===== config.mk =====
export PLATFORM = sky130hd
export DESIGN_NAME = pool_sched
export DESIGN_NICKNAME = d
export VERILOG_FILES = /design/src/rtl/pool_sched.sv
export SDC_FILE = /design/constraint.sdc
export NUM_CORES = 1
export LEC_CHECK = 0
export CAP_MARGIN = 25
export CORE_ASPECT_RATIO = 1.5
export CORE_MARGIN = 3
export CORE_UTILIZATION = 35
export DETAILED_ROUTE_END_ITERATION = 8
export PLACE_DENSITY = 0.9
export SYNTH_ARGS = -nofsm -noshare
export SYNTH_HDL_FRONTEND = slang
export SYNTH_SLANG_ARGS = --single-unit

===== constraint.sdc =====
create_clock -name clk -period 4.8 [get_ports clk]
set_input_delay 0.72 -clock clk [delete_from_list [all_inputs] [get_ports clk]]
set_output_delay 0.72 -clock clk [all_outputs]
set_load 0.05 [all_outputs]

===== src/rtl/pool_sched.sv =====
// pool_sched: sequences the 2x2 max-pool buffer. Streams 8-word groups of
// conv words into the buffer, writes the 64-bit pool result to the output
// SRAM after the 6th and 8th word of each group, and runs a programmed
// number of groups per frame.
module pool_sched #(
  parameter int ADDR_W = 10,
  parameter int GRP_W  = 12
) (
  input  logic              clk,
  input  logic              rst,
  input  logic              start,
  input  logic [GRP_W-1:0]  cfg_groups,
  input  logic [ADDR_W-1:0] cfg_base,
  input  logic              up_valid,
  input  logic [31:0]       up_data,
  output logic              up_ready,
  output logic              pb_valid,
  output logic [31:0]       pb_conv,
  input  logic [3:0]        pb_count,
  input  logic [63:0]       pb_pool,
  output logic              wr_en,
  input  logic              wr_ready,
  output logic [ADDR_W-1:0] wr_addr,
  output logic [63:0]       wr_data,
  output logic              busy,
  output logic              done,
  output logic              err
);

  typedef enum logic [2:0] {
    S_IDLE,
    S_FILL,
    S_WR6,
    S_WR8,
    S_FIN
  } state_t;

  state_t            state_q;
  logic              up_ready_q;
  logic              wr_en_q;
  logic              busy_q;
  logic              done_q;
  logic              err_q;
  logic              chk_q;      // first cycle of a WR state: buffer count is valid to check
  logic [3:0]        wcnt_q;
  logic [GRP_W-1:0]  grp_q;
  logic [GRP_W-1:0]  groups_q;
  logic [ADDR_W-1:0] addr_q;

  logic              accept;
  logic              wr_fire;
  logic [3:0]        wcnt_d;
  logic [GRP_W-1:0]  grp_d;

  assign accept  = up_valid & up_ready_q;
  assign wr_fire = wr_en_q & wr_ready;
  assign wcnt_d  = wcnt_q + 4'd1;
  assign grp_d   = grp_q + GRP_W'(1);

  // Datapath is a straight pass-through; the controller only gates strobes.
  assign up_ready = up_ready_q;
  assign pb_valid = accept;
  assign pb_conv  = up_data;
  assign wr_en    = wr_en_q;
  assign wr_addr  = addr_q;
  assign wr_data  = pb_pool;
  assign busy     = busy_q;
  assign done     = done_q;
  assign err      = err_q;

  // Frame FSM with registered handshake/status outputs and group bookkeeping.
  always_ff @(posedge clk) begin
    if (!rst) begin
      // NOTE: every register in a clocked block uses <= so all of them see
      // the pre-edge values of each other, regardless of statement order.
      state_q    <= S_IDLE;
      up_ready_q <= 1'b0;
      wr_en_q    <= 1'b0;
      busy_q     <= 1'b0;
      done_q     <= 1'b0;
      err_q      <= 1'b0;
      chk_q      <= 1'b0;
      wcnt_q     <= '0;
      grp_q      <= '0;
      groups_q   <= '0;
      addr_q     <= '0;
    end else begin
      done_q <= 1'b0;
      chk_q  <= 1'b0;

      // The buffer has just counted the word that triggered the write.
      if (chk_q && (((state_q == S_WR6) && (pb_count != 4'd6)) ||
                    ((state_q == S_WR8) && (pb_count != 4'd8)))) begin
        err_q <= 1'b1;
      end

      case (state_q)
        S_IDLE: begin
          if (start) begin
            groups_q <= cfg_groups;
            err_q    <= 1'b0;
            busy_q   <= 1'b1;
            if (cfg_groups == '0) begin
              state_q <= S_FIN;
              done_q  <= 1'b1;
            end else begin
              state_q    <= S_FILL;
              up_ready_q <= 1'b1;
              wcnt_q     <= '0;
              grp_q      <= '0;
              addr_q     <= cfg_base;
            end
          end
        end

        S_FILL: begin
          if (accept) begin
            wcnt_q <= wcnt_d;
            if (wcnt_d == 4'd6) begin
              state_q    <= S_WR6;
              up_ready_q <= 1'b0;
              wr_en_q    <= 1'b1;
              chk_q      <= 1'b1;
            end else if (wcnt_d == 4'd8) begin
              state_q    <= S_WR8;
              up_ready_q <= 1'b0;
              wr_en_q    <= 1'b1;
              chk_q      <= 1'b1;
            end
          end
        end

        S_WR6: begin
          if (wr_fire) begin
            addr_q     <= addr_q + ADDR_W'(1);
            wr_en_q    <= 1'b0;
            up_ready_q <= 1'b1;
            state_q    <= S_FILL;
          end
        end

        // No pb_valid here: this is the buffer's clear cycle.
        S_WR8: begin
          if (wr_fire) begin
            addr_q  <= addr_q + ADDR_W'(1);
            wr_en_q <= 1'b0;
            wcnt_q  <= '0;
            grp_q   <= grp_d;
            if (grp_d == groups_q) begin
              state_q <= S_FIN;
              done_q  <= 1'b1;
            end else begin
              state_q    <= S_FILL;
              up_ready_q <= 1'b1;
            end
          end
        end

        S_FIN: begin
          state_q <= S_IDLE;
          busy_q  <= 1'b0;
        end

        default: begin
          state_q    <= S_IDLE;
          up_ready_q <= 1'b0;
          wr_en_q    <= 1'b0;
          busy_q     <= 1'b0;
        end
      endcase
    end
  end

endmodule


==> impl_results.md, run 1 <==
* Switch share at 33.71%
* Post-synth top cells: buf_4, dfxtp_1, nand2_1
* CTS Root Buffer Type: clkbuf_16
* Port bufs at 46
* H-tree depth at 2
* Antenna cell count at 0
* CTS tree: built
* Fmax at roughly 340 MHz
* Largest net degree at the start of global routing at 36
* Setup TNS at 0 ps
* Max Root-Sink Buffers at 2
* Post-synth EDFFs at 0
* Postcts setup bufs at 0
* Pre-Repair DR Iteration Count at 5
* Post-Synth Simple-Gate Area at 24.03%
* Actual slew at the worst max-slew pin at just under 800 ps
* Hold Path Depth at 2
* Synth warn at 0
* Via count of the routed design at between 3000 and 4000
* Final Hold Viols at 0
* Most frequent cell after synthesis: buf_4
* Final Cell Area at between 3000 and 4000 um^2
* Top cells by area, synth: dfxtp_1, buf_4, nand2_1
* Number of global-route vias before repair at ~3000
* Startpoint types: primary input
* Worst EP arrival at approximately 2200 ps
* Latest clock arrival within the worst-skew pair at roughly 300 ps
* Layout cells sized above 1 at under 10%
* Compound-Gate Fraction of Synth Area at between 20% and 30%
* Post-CTS sizing at 0
* Area leader, netlist: dfxtp_1
* Worst Path Max Fanout at 3
* Register area at about 940 um^2
* RSZ-0062 raised after global routing: no
* Worst-path clk slew at around 70 ps
* Placement-stage cell area at between 3000 and 4000 um^2
* HP Class: reg -> reg
* Antenna viol nets, final at 0
* Row count at 44
* Number of hold buffers added after cts at 0
* Sequential Power Share at 41.4%
* First-pass GRT wire length at around 15 mm
* Req. time, crit path at ~4100 ps
* PwrDens at approximately 300 nW/um^2
* Multi-input logic area at 1853 um^2
* DRC viols at 0
* Mapped Nets at 603
* Final setup vio count at 0
* # IOs at between 200 and 250
* Hpwl dp at 7.316 mm
* DRT iter0 DRCs at 153
* Element type at the critical path end: primary output
* DP Cell Count at approximately 520
* Slew HR at 47.38%
* Grt ovf at 0
* Register-to-Register Path Depth at 7
* FILL cells at 1007
* Max-slew violations at 0
* MaxCap Viol Count at 0
* Comb pwr share at between 20% and 30%
* Die width at 89.15 um
* Psw at 370.4 uW
* Cells after Synth at 472
* Yosys top cell area share at roughly 26%
* Clk sinks at 47
* Mean post-synth cell area at 7.690 um^2
* Routed wire per std cell at between 15 and 20 um
* Total CTS buffers at 5
* Maximum VDD drop at around 0.20 mV
* Xor and xnor fraction of the mapped netlist area at 3.619%
* Non-filler cells, final at 530
* Die area at 11650 um^2
* Int Pwr at between 700 and 800 uW
* Adder-cell area share of the yosys netlist at between 1 and 1.5%
* GRT Overall Usage at approximately 17%
* Clk network pwr share at 32.0%
* Outcome: complete, no violations
* Leak at between 1 and 1.5 nW
* Initial antenna violation count at 0
* Cell Area, Synth at about 3600 um^2
* Async set-reset flop share out of synthesis at 0%
* RePlAce Congestion at around 0.90
* WL final at 9.989 mm
* Prevailing post-synth register cell: dfxtp_1
* Nets at 545
* Layout overhead on the synthesized area at 0.1380%
* Clock Skews at 9.472 ps
* Netlist cell types at 60
* Starting Density at approximately 37%
* Setup CP Type: in -> out
* Final Cycle Share at around 60%
* Vias per cell at 5.900
* Fin crit period at approximately 3000 ps
* Seq cells post-synth at between 40 and 50
* Largest family of logic cells by synthesized area: simple AND/OR/NAND/NOR gates
* Seq/Total Area, Yosys at approximately a quarter
* Core area at 9910 um^2
* Mux cell area share after synthesis at 0.5515%
* Die Y at approximately 130 um
final timing paths:
kind	end	slack, ps	startpoint
worst max register to register	state_q[0]$_SDFFE_PN0P_	2190	grp_q[0]$_SDFFE_PN0P_
worst min-delay path	wr_addr[9]$_SDFFE_PN0P_	460	wr_addr[9]$_SDFFE_PN0P_
worst max-delay path	pb_valid	1870	up_valid
worst min register to register	wr_addr[9]$_SDFFE_PN0P_	460	wr_addr[9]$_SDFFE_PN0P_
routing by layer:
layer  GRT usage (%)  wire length [um]  vias to the layer above
li1                -                 -                     1446
met5               0                 0                        -
met4           17.88              1158                        0
met2           26.40              4533                      169
met3           5.458              1156                      115
met1           15.84              3141                     1397
power groups by stage:
stage                     Combinational [mW]  Clock (mW)  Sequential (mW)
after floorplan                        0.369           0            0.491
after global placement                 0.281           0            0.460
after detailed placement               0.287           0            0.462
after CTS                              0.289       0.355            0.453
after global routing                   0.319       0.368            0.459
final                                  0.293       0.352            0.455
sequential cells by signal, indices dropped and copies added (netlist names):
register / cells
busy: 1
chk_q: 1
done: 1
err: 1
groups_q: 12
grp_q: 12
state_q: 3
up_ready: 1
wcnt_q: 4
wr_addr: 10
wr_en: 1
final cells by class:
class	instances	share of cell area, %
Multi-Input combinational cell	299	50.98
Sequential cell	47	25.89
Timing Repair Buffer	51	14.25
Tap cell	115	3.959
Clock buffer	6	3.546
Inverter	10	1.033
Clock inverter	2	0.3442
cell families (layout without fill, tap and decap cells):
kind of cell | Yosys count | after routing
AO/OA/AOI/OAI | 116 | 116
AND/OR/NAND/NOR | 162 | 162
buffers and inverters | 126 | 69
flip-flops | 47 | 47
multiplexers | 2 | 2
XOR/XNOR | 15 | 15
adder cells (fa/ha/maj) | 4 | 4
through the flow:
stage	setup slack (ps)	util (%)	hold WS (ps)	power (mW)
3_3_place_gp	1773	34.97	451.3	0.7409
3_5_place_dp	1724	34.97	453.5	0.7490
5_1_grt	1738	36.68	499.0	1.146
2_1_floorplan	2523	-	449.1	0.8599
4_1_cts	1859	36.40	464.0	1.098
6_report	1875	36.68	461.6	1.099
worst max-delay path, cell delays in order:
cell and delay (ps):
clkdlybuf4s50_1 470, and2_1 180, clkdlybuf4s50_1 840
placed cells by master (no fill, tap or decap), types with 10 or more instances in the layout:
cell type / n
dfxtp_1: 47
clkdlybuf4s50_1: 46
nand2_1: 45
nor2_1: 32
o21ai_0: 31
a21boi_0: 21
a21oi_1: 21
nand3_1: 12
and2_1: 11
a31oi_1: 11
and3_1: 10
Power figures use the tool's default switching activity.
==> run 2: changes to the inputs <==
==> constraint.sdc (replaced) <==
create_clock -name clk -period 2.8 [get_ports clk]
set_input_delay 0.42 -clock clk [delete_from_list [all_inputs] [get_ports clk]]
set_output_delay 0.42 -clock clk [all_outputs]
set_load 0.05 [all_outputs]
==> run 2 against run 1 <==
Sequential share of layout area is 0.16 points lower. Combinational power is 71% higher. Clock skew is 3.4 ps lower. Clock-buffer cell count is 1 lower. Largest power group unchanged. Highest routed layer unchanged.
==> impl_results.md, run 2 (synthesis results as in run 1) <==
* Psw at 617.5 uW (+67%)
* MaxCap Viol Count at 0 (unchanged)
* Worst hold endpoint: wr_addr[9]$_SDFFE_PN0P_
* Worst EP arrival at 2840 ps (+630 ps)
* Actual slew at the worst max-slew pin at 653.9 ps (-128.2 ps)
* Pre-Repair DR Iteration Count at 6 (+1)
* Final setup vio count at 0 (unchanged)
* Antenna cell count at 0 (unchanged)
* Worst Path Max Fanout at 6 (+3)
* Number of global-route vias before repair at 3137 (+3.2%)
* Setup CP Type: reg -> reg
* WL final at 10.01 mm (+0.17%)
* RR Startpoint: grp_q[0]$_SDFFE_PN0P_
* Worst path slowest cell: or4b_1
* HP Class: reg -> reg
* Outcome: complete, no violations
* Element type at the critical path end: register
* Nets at 548 (+0.55%)
* Clk sinks at 47 (unchanged)
* Pwr Total at 1.952 mW (+78%)
* First-pass GRT wire length at 15.46 mm (+2.9%)
* Clock Skews at 6.080 ps (-3.392 ps)
* Most frequent cells in the layout: dfxtp_1, nand2_1, clkdlybuf4s50_1
* DRT iter0 DRCs at 185 (+21%)
* H-tree depth at 2 (unchanged)
* Fin crit period at around 2600 ps
* Die Y at 130.7 um (unchanged)
* WP buf/inv at 0 (-2)
* Crit path max-delay family: simple AND/OR/NAND/NOR gates
* GRT Overall Usage at 17.27% (+0.59 points)
* Multi-input logic area at 1854 um^2 (about the same)
* Req. time, crit path at 3040 ps (-1040 ps)
* Port bufs at 46 (unchanged)
* Fmax at about 380 MHz
* Core area at 9910 um^2 (unchanged)
* Leak at 1.298 nW (+1.4%)
* Register-to-Register Path Depth at 7 (unchanged)
* # IOs at 239 (unchanged)
* Startpoint types: register
* Cells along the critical path: ha_1 -> xnor2_1 -> o311ai_0 -> or4b_1 -> nor4_2 -> and4_1 -> o2111a_1
* Final Hold Viols at 0 (unchanged)
* Worst-path clk slew at 70 ps (about the same)
* CTS tree: built
* Int Pwr at 1.334 mW (+83%)
* Postcts setup bufs at 0 (unchanged)
* RSZ-0062 raised after global routing: no
* Hold Path Depth at 2 (unchanged)
* PwrDens at 533.7 nW/um^2 (+77%)
* Max Root-Sink Buffers at 2 (unchanged)
* Clk network pwr share at 34.5% (+2.5 points)
* Die width at 89.15 um (unchanged)
* Vias per cell at 5.868 (-0.54%)
* Layout cells sized above 1 at 6.475% (+0.93 points)
* Via count of the routed design at 3122 (-0.16%)
* Maximum VDD drop at 0.3280 mV (+65%)
* Hpwl dp at 7.497 mm (+2.5%)
* Max-slew violations at 0 (unchanged)
* FILL cells at 1012 (+0.50%)
* DRC viols at 0 (unchanged)
* Antenna viol nets, final at 0 (unchanged)
* Register area at 940.9 um^2 (unchanged)
* Largest stage delay, worst path at 510 ps (-330 ps)
* Grt ovf at 0 (unchanged)
* RePlAce Congestion at 0.8961 (-0.11%)
* Latest clock arrival within the worst-skew pair at 290 ps (about the same)
* Initial antenna violation count at 0 (unchanged)
* Die area at 11650 um^2 (unchanged)
* Total CTS buffers at 5 (unchanged)
* Layout overhead on the synthesized area at 0.7584%
* Row count at 44 (unchanged)
* HP Start: wr_addr[9]$_SDFFE_PN0P_
* CTS Root Buffer Type: clkbuf_16
* Final Cycle Share at 93.05%
* Setup TNS at 0 ps (unchanged)
* Starting Density at 36.63% (unchanged)
* Flop-to-flop setup slack at 190 ps (-2000 ps)
* Sequential Power Share at 39.9% (-1.5 points)
* Crit Reg-Reg Endpoint: state_q[2]$_SDFFE_PN0P_
* Largest net degree at the start of global routing at 51 (+42%)
* Routed wire per std cell at 18.81 um (-0.21%)
* Comb pwr share at 25.6% (-1.0 points)
* Slew HR at 56.25% (+8.9 points)
* Switch share at 31.64% (-2.1 points)
* Most common cell after layout, fill and taps aside: dfxtp_1
==> run 2: metrics by stage <==
step                cell area [um^2]  hold WS [ps]  setup slack [ps]  utilization [%]  cells
finish                          3657         468.8             194.5            36.91    532
global route                    3657         492.3             51.70            36.91    532
CTS                             3656         471.3             226.7            36.89    532
detailed placement              3493         464.8             270.8            35.25    525
global placement                3493         453.4             374.1            35.25    525
floorplan                       3630         449.1             522.8                -    472
==> run 2: worst register-to-register path: cells and delay by family, from the launching register on <==
family          cells  cell delay (ps)
xor+xnor            1              160
simple gates        3             1280
flops               1              450
compound gates      2              340
fa+ha+maj           1              310
==> run 2: per-layer routing <==
metal  track usage, %  vias up  share of wire (%)
met1            16.42     1407                 33
met3            5.834      109                 11
li1                 -     1453                  -
met2            27.23      153                 46
met5                0        -                  0
met4            18.40        0                 10
==> run 2: power by group through the flow <==
stage	clock network (mW)	registers, mW	logic [mW]
after floorplan	0	0.842	0.632
after global placement	0	0.788	0.482
after detailed placement	0	0.791	0.495
after CTS	0.681	0.777	0.499
after global routing	0.711	0.787	0.541
final	0.674	0.778	0.500
==> run 2: area by class of cell <==
type,instances,share of cell area (%)
clock inverter,2,1.026
tap,115,3.934
inverter,10,1.026
clock buffer,5,3.421
sequential,47,25.73
multi-input combinational,299,50.70
timing repair buffer,54,14.16
==> run 2: worst max-delay path by stage <==
stage,startpoint,to,slack (ps),cells past startpoint
after detailed placement,grp_q[0]$_SDFFE_PN0P_,state_q[0]$_SDFFE_PN0P_,270,7
after floorplan,grp_q[0]$_SDFFE_PN0P_,state_q[0]$_SDFFE_PN0P_,520,7
final,grp_q[0]$_SDFFE_PN0P_,state_q[2]$_SDFFE_PN0P_,190,7
after global placement,grp_q[0]$_SDFFE_PN0P_,state_q[0]$_SDFFE_PN0P_,370,7
after global routing,grp_q[0]$_SDFFE_PN0P_,state_q[0]$_SDFFE_PN0P_,50,7
after CTS,grp_q[0]$_SDFFE_PN0P_,state_q[2]$_SDFFE_PN0P_,230,7
==> run 2: what timing repair did <==
item | CTS | global route
resized for setup | 0 | 1
setup endpoints to repair | 0 | 1
hold buffers | 0 | 0
